## config.mk

```make
export PLATFORM = sky130hd
export DESIGN_NAME = mux_operand_loader
export DESIGN_NICKNAME = d
export VERILOG_FILES = /design/src/rtl/mux_loader_pkg.sv /design/src/rtl/key_debounce.sv /design/src/rtl/mux_operand_loader.sv
export SDC_FILE = /design/constraint.sdc
export NUM_CORES = 1
export LEC_CHECK = 0
export ABC_AREA = 1
export BUFFER_PORTS_ARGS = -buffer_cell sky130_fd_sc_hd__buf_2
export CAP_MARGIN = 30
export CORE_ASPECT_RATIO = 1.4
export CORE_UTILIZATION = 50
export DETAILED_ROUTE_END_ITERATION = 6
export PLACE_DENSITY = 0.72
export SLEW_MARGIN = 30
export SYNTH_ARGS = -nofsm -noshare
export SYNTH_HDL_FRONTEND = slang
export SYNTH_SLANG_ARGS = --single-unit
```

## constraint.sdc

```tcl
create_clock -name CLOCK_50 -period 8.7 [get_ports CLOCK_50]
set_clock_uncertainty 0.1 [all_clocks]
set_input_delay 1.74 -clock CLOCK_50 [delete_from_list [all_inputs] [get_ports CLOCK_50]]
set_output_delay 1.74 -clock CLOCK_50 [all_outputs]
set_load 0.05 [all_outputs]
```

## src/rtl/mux_loader_pkg.sv

```systemverilog
// Shared types and constants for the mux operand loader.
// Build option: MUX_OPERAND_SWAP_EN adds a fourth key that swaps x and y.
package mux_loader_pkg;

  typedef enum logic [1:0] {
    EMPTY  = 2'd0,
    HAVE_X = 2'd1,
    HAVE_Y = 2'd2,
    READY  = 2'd3
  } state_t;

  localparam int DEFAULT_DEBOUNCE_CYCLES = 500000;

  localparam int KEY_LOAD_X   = 0;
  localparam int KEY_LOAD_Y   = 1;
  localparam int KEY_TOGGLE_S = 2;
  localparam int KEY_SWAP     = 3;

`ifdef MUX_OPERAND_SWAP_EN
  localparam int KEY_W = 4;
`else
  localparam int KEY_W = 3;
`endif

endpackage

```

## src/rtl/key_debounce.sv

```systemverilog
// One push-button: two-flop synchronizer, counter debounce and a one-cycle
// press pulse on each debounced release-to-press transition.
module key_debounce
  import mux_loader_pkg::*;
#(
  parameter int DEBOUNCE_CYCLES = DEFAULT_DEBOUNCE_CYCLES
) (
  input  logic CLOCK_50,
  input  logic reset,
  input  logic key_n_raw,
  output logic press_pulse
);

  localparam int CNT_W = $clog2(DEBOUNCE_CYCLES + 1);
  localparam logic [CNT_W-1:0] CNT_LAST = CNT_W'(DEBOUNCE_CYCLES - 1);

  logic             sync1, sync2;
  logic             level, level_q;
  logic             armed;
  logic [CNT_W-1:0] cnt;

  always_ff @(posedge CLOCK_50 or posedge reset) begin
    if (reset) begin
      sync1 <= 1'b0;
      sync2 <= 1'b0;
    end else begin
      sync1 <= key_n_raw;
      sync2 <= sync1;
    end
  end

  always_ff @(posedge CLOCK_50 or posedge reset) begin
    if (reset) begin
      cnt   <= '0;
      level <= 1'b1;
    end else if (sync2 == level) begin
      cnt <= '0;
    end else if (cnt == CNT_LAST) begin
      level <= sync2;
      cnt   <= '0;
    end else begin
      cnt <= cnt + CNT_W'(1);
    end
  end

  // A key held through reset must be seen released before it may fire,
  // so presses are only reported once a released level has been observed.
  always_ff @(posedge CLOCK_50 or posedge reset) begin
    if (reset) begin
      level_q     <= 1'b1;
      armed       <= 1'b0;
      press_pulse <= 1'b0;
    end else begin
      level_q     <= level;
      armed       <= armed | (sync2 & level);
      press_pulse <= armed & level_q & ~level;
    end
  end

endmodule

```

## src/rtl/mux_operand_loader.sv

```systemverilog
// Loads mux operands x/y from switches and toggles select s from debounced keys.
// Build option: MUX_OPERAND_SWAP_EN enables KEY[3] to swap x and y in READY.
module mux_operand_loader
  import mux_loader_pkg::*;
#(
  parameter int N               = 8,
  parameter int DEBOUNCE_CYCLES = DEFAULT_DEBOUNCE_CYCLES
) (
  input  logic             CLOCK_50,
  input  logic             reset,
  input  logic [N-1:0]     SW,
  input  logic [KEY_W-1:0] KEY,
  output logic [N-1:0]     x,
  output logic [N-1:0]     y,
  output logic             s,
  output logic             valid,
  output logic [1:0]       LEDG
);

  logic [1:0]       rst_pipe;
  logic             rst_int;
  logic [KEY_W-1:0] press;
  logic             press_x, press_y;
  state_t           state, next_state;

  // Reset asserts immediately but releases in step with the clock.
  always_ff @(posedge CLOCK_50 or posedge reset) begin
    if (reset) rst_pipe <= 2'b11;
    else       rst_pipe <= {rst_pipe[0], 1'b0};
  end
  assign rst_int = rst_pipe[1];

  for (genvar i = 0; i < KEY_W; i++) begin : g_key
    key_debounce #(
      .DEBOUNCE_CYCLES(DEBOUNCE_CYCLES)
    ) u_key_debounce (
      .CLOCK_50   (CLOCK_50),
      .reset      (rst_int),
      .key_n_raw  (KEY[i]),
      .press_pulse(press[i])
    );
  end

  assign press_x = press[KEY_LOAD_X];
  assign press_y = press[KEY_LOAD_Y];

  always_ff @(posedge CLOCK_50 or posedge rst_int) begin
    if (rst_int) state <= EMPTY;
    else         state <= next_state;
  end

  always_comb begin
    next_state = state;
    case (state)
      EMPTY: begin
        if (press_x && press_y) next_state = READY;
        else if (press_x)       next_state = HAVE_X;
        else if (press_y)       next_state = HAVE_Y;
      end
      HAVE_X:  if (press_y) next_state = READY;
      HAVE_Y:  if (press_x) next_state = READY;
      READY:   next_state = READY;
      default: next_state = EMPTY;
    endcase
  end

  always_comb begin
    valid   = (state == READY);
    LEDG    = 2'b00;
    LEDG[0] = (state == HAVE_X) || (state == READY);
    LEDG[1] = (state == HAVE_Y) || (state == READY);
  end

`ifdef MUX_OPERAND_SWAP_EN
  // Loads take priority; a swap only happens on its own in READY.
  logic swap_go;
  assign swap_go = press[KEY_SWAP] && (state == READY) && !press_x && !press_y;
`endif

  always_ff @(posedge CLOCK_50 or posedge rst_int) begin
    if (rst_int) begin
      x <= '0;
      y <= '0;
    end else begin
      if (press_x) x <= SW;
`ifdef MUX_OPERAND_SWAP_EN
      else if (swap_go) x <= y;
`endif
      if (press_y) y <= SW;
`ifdef MUX_OPERAND_SWAP_EN
      else if (swap_go) y <= x;
`endif
    end
  end

  always_ff @(posedge CLOCK_50 or posedge rst_int) begin
    if (rst_int)                    s <= 1'b0;
    else if (press[KEY_TOGGLE_S])   s <= ~s;
  end

endmodule
```

==> flow_metrics.env <==
export IMPL_status="complete, but fails checks"
export IMPL_failed_checks="design-rule violations"
export IMPL_drc=2
export IMPL_finish_utilization_pct=58.39
export IMPL_via_per_inst=5.114
export IMPL_cp_max_fo=3
export IMPL_io_buffers=32
export IMPL_antenna_left=0
export IMPL_p_comb_share_pct=2.9
export IMPL_finish_net_count=628
export IMPL_finalHoldViolations=0
export IMPL_synthXorXnorAreaFrac_pct=5.000
export IMPL_hp_class="flip-flop to asynchronous set/reset pin"
export IMPL_grt_overflow_total=0
export IMPL_critPathArrivalTime_ns=1.06
export IMPL_swShare_pct=22.43
export IMPL_maxSlewViolCount=0
export IMPL_setup_viol=0
export IMPL_synth_edf_count=0
export IMPL_cts_setup_buffers=0
export IMPL_dpl_cell_count=705
export IMPL_rrSetupSlack_ns=6.94
export IMPL_clkTransAtPathRegs_ns=0.07
export IMPL_die_w_um=84.20
export IMPL_dieArea_um2=9857
export IMPL_postCtsHoldBufs=0
export IMPL_fmax_mhz=345.2
export IMPL_antenna_found_initial=0
export IMPL_syn_inst=574
export IMPL_rsz0062_at_grt="false"
export IMPL_slew_headroom_pct=52.57
export IMPL_place_area_um2=4996
export IMPL_maxCapViolations=0
export IMPL_post_route_period_util_pct=33.30
export IMPL_p_per_area_nw_per_um2=167.1
export IMPL_synth_avg_cell_area_um2=8.240
export IMPL_synthArstFlopShare_pct=100.0
export IMPL_yosys_area_share_simple_pct=32.51
export IMPL_cts_tree="done"
export IMPL_ys_ff_latch=96
export IMPL_routed_wl_mm=8.929
export IMPL_row_count=41
export IMPL_yosys_area_top_type="dfrtp_1"
export IMPL_fin_cells=721
export IMPL_cp_required_ns=6.86
export IMPL_clkPwrFrac_pct=45.8
export IMPL_synth_top_family_by_area="simple AND/OR/NAND/NOR gates"
export IMPL_h_tree_depth=3
export IMPL_r2r_end="g_key[0].u_key_debounce.cnt[2]$_DFF_PP0_"
export IMPL_grt_max_degree=84
export IMPL_synthMuxAreaShare_pct=1.905
export IMPL_synth_adder_area_share_pct=1.587
export IMPL_synth_main_ff_cell="dfrtp_1"
export IMPL_p_sw_w=0.0001987
export IMPL_internal_power_w=0.0006872
export IMPL_yosys_warnings=0
export IMPL_reg2regPathDepth=3
export IMPL_grt_pass1_vias=3593
export IMPL_tns_ns=0
export IMPL_firstDrtPassIters=6
export IMPL_diodes=0
export IMPL_synth_common_cells="128 x nor2_1, 119 x nand2_1, 88 x dfrtp_1, 57 x inv_1, 44 x nand3_1"
export IMPL_clk_path_buf_depth=2
export IMPL_startpoint_type="flip-flop"
export IMPL_peakVddDrop_uv=109.4
export IMPL_worstReg2RegStart="g_key[0].u_key_debounce.level$_DFFE_PP1P_"
export IMPL_clkLatencyLatePin_ns=0.34
export IMPL_die_h_um=117.1
export IMPL_cts_sinks=96
export IMPL_worstMarginPinSlew_ns=0.7115
export IMPL_ys_seq_area_share_pct=51.01
export IMPL_io_pins=33
export IMPL_hpwl_mm=6.531
export IMPL_first_iter_violations=179
export IMPL_syn_area_um2=4730
export IMPL_drive_gt1_share_pct=16.45
export IMPL_leakage_nw=2.448
export IMPL_grt_usage_pct=20.17
export IMPL_core_area_um2=9080
export IMPL_grt_pass1_wl_mm=15.62
export IMPL_cts_made_buffers=9
export IMPL_synth_compound_area_share_pct=2.222
export IMPL_end_kind="output pin"
export IMPL_cts_resized=0
export IMPL_initial_core_util_pct=52.09
export IMPL_synthTopCellsByArea="dfrtp_1 47%, nor2_1 10%, nand2_1 9.4%"
export IMPL_finalCriticalPeriod_ns=2.897
export IMPL_clockRootBuffer="clkbuf_16"
export IMPL_vias=3687
export IMPL_stdcell_area_um2=5301
export IMPL_place_gp_congestion=0.8921
export IMPL_wire_per_inst_um=12.38
export IMPL_syn_num_nets=593
export IMPL_timing_hold_ws_ns=0.05550
export IMPL_path_class="flip-flop to output pin"
export IMPL_ys_types=31
export IMPL_yosysTopAreaCellShare_pct=46.56
export IMPL_startpoint="state[0]$_DFFE_PP0P_"
export IMPL_area_growth_synth_to_final_pct=12.09
export IMPL_synth_most_common_cell="nor2_1"
export IMPL_power_frac_seq_pct=51.4
==> cell type report <==
class	count	area, µm²
fillers	832	3779
flip-flops and latches	96	2412
multi-input cells	408	2048
inverters	61	230.2
clock buffers	10	229.0
repair buffers	33	171.4
well taps	107	133.9
clock inverters	6	76.32
==> per-layer routing <==
| layer | up-vias | routed length, µm | track usage [%] | share of wire [%] |
|---|---|---|---|---|
| li1 | 1855 | - | - | - |
| met1 | 1746 | 3946 | 23.89 | 44 |
| met2 | 65 | 4486 | 35.08 | 50 |
| met3 | 21 | 225 | 3.226 | 2.5 |
| met4 | 0 | 272 | 11.84 | 3.0 |
| met5 | - | 0 | 0 | 0 |
==> through the flow <==
step | worst slack [ns] | total power, W
floorplan | 5.824 | 0.0004800
detailed placement | 6.170 | 0.0004901
global route | 5.770 | 0.0009212
CTS | 5.791 | 0.0008986
global placement | 6.186 | 0.0004888
finish | 5.803 | 0.0008859
==> worst max path at each step <==
| stage | end | slack, ns |
|---|---|---|
| 6_report | valid | 5.80 |
| 5_1_grt | valid | 5.77 |
| 4_1_cts | valid | 5.79 |
| 3_5_place_dp | valid | 6.17 |
| 3_3_place_gp | valid | 6.19 |
| 2_1_floorplan | g_key[0].u_key_debounce.armed$_DFF_PP0_ | 5.82 |
==> power groups by stage <==
stage               Combinational (W)  Clock (W)  Sequential, W
finish                      0.0000255   0.000405       0.000455
global route                0.0000302   0.000436       0.000455
global placement            0.0000257          0       0.000463
floorplan                   0.0000173          0       0.000463
CTS                         0.0000266   0.000417       0.000455
detailed placement          0.0000266          0       0.000463
==> worst max-delay path: stages (launching register included) <==
cell and delay, ns:
dfrtp_1 0.36, nand2_1 0.06, inv_1 0.04, buf_2 0.25
==> cell families after synthesis <==
logic type               Yosys count
multiplexers                       8
other                              1
AND/OR/NAND/NOR                  345
flip-flops                        96
AO/OA/AOI/OAI                     21
XOR/XNOR                          27
adder cells (fa/ha/maj)            6
buffers and inverters             70
==> registers in the layout (all words and copies together), names as in the netlist <==
signal and count:
g_key.u_key_debounce.sync2 3, x 8, g_key.u_key_debounce.level_q 3, g_key.u_key_debounce.sync1 3, g_key.u_key_debounce.cnt 57, g_key.u_key_debounce.level 3
state 2, y 8, s 1, rst_pipe 2, g_key.u_key_debounce.armed 3, g_key.u_key_debounce.press_pulse 3
==> layout by cell type (no fill, tap or decap), types with 2 or more instances in the layout <==
| cell | synthesis | final |
|---|---|---|
| a21oi_1 | 11 | 11 |
| clkinv_1 | 2 | 2 |
| nand4_1 | 10 | 10 |
| inv_2 | 2 | 2 |
| nand3_1 | 44 | 44 |
| xor2_1 | 21 | 21 |
| nor2_2 | 9 | 9 |
| clkbuf_16 | 0 | 9 |
| xnor2_1 | 6 | 6 |
| mux2_2 | 8 | 8 |
| nor3b_1 | 2 | 2 |
| nor2_4 | 8 | 8 |
| buf_2 | 5 | 32 |
| dfstp_2 | 8 | 8 |
| dfrtp_1 | 88 | 88 |
| inv_6 | 0 | 3 |
| o21ai_0 | 7 | 7 |
| nor3_1 | 5 | 5 |
| nor2_1 | 128 | 128 |
| nand2_1 | 119 | 119 |
| or2_2 | 5 | 5 |
| o21ai_1 | 3 | 3 |
| nand2_2 | 9 | 9 |
| inv_1 | 57 | 56 |
| ha_1 | 6 | 6 |
Note: power is estimated with default switching activity, not from simulation.
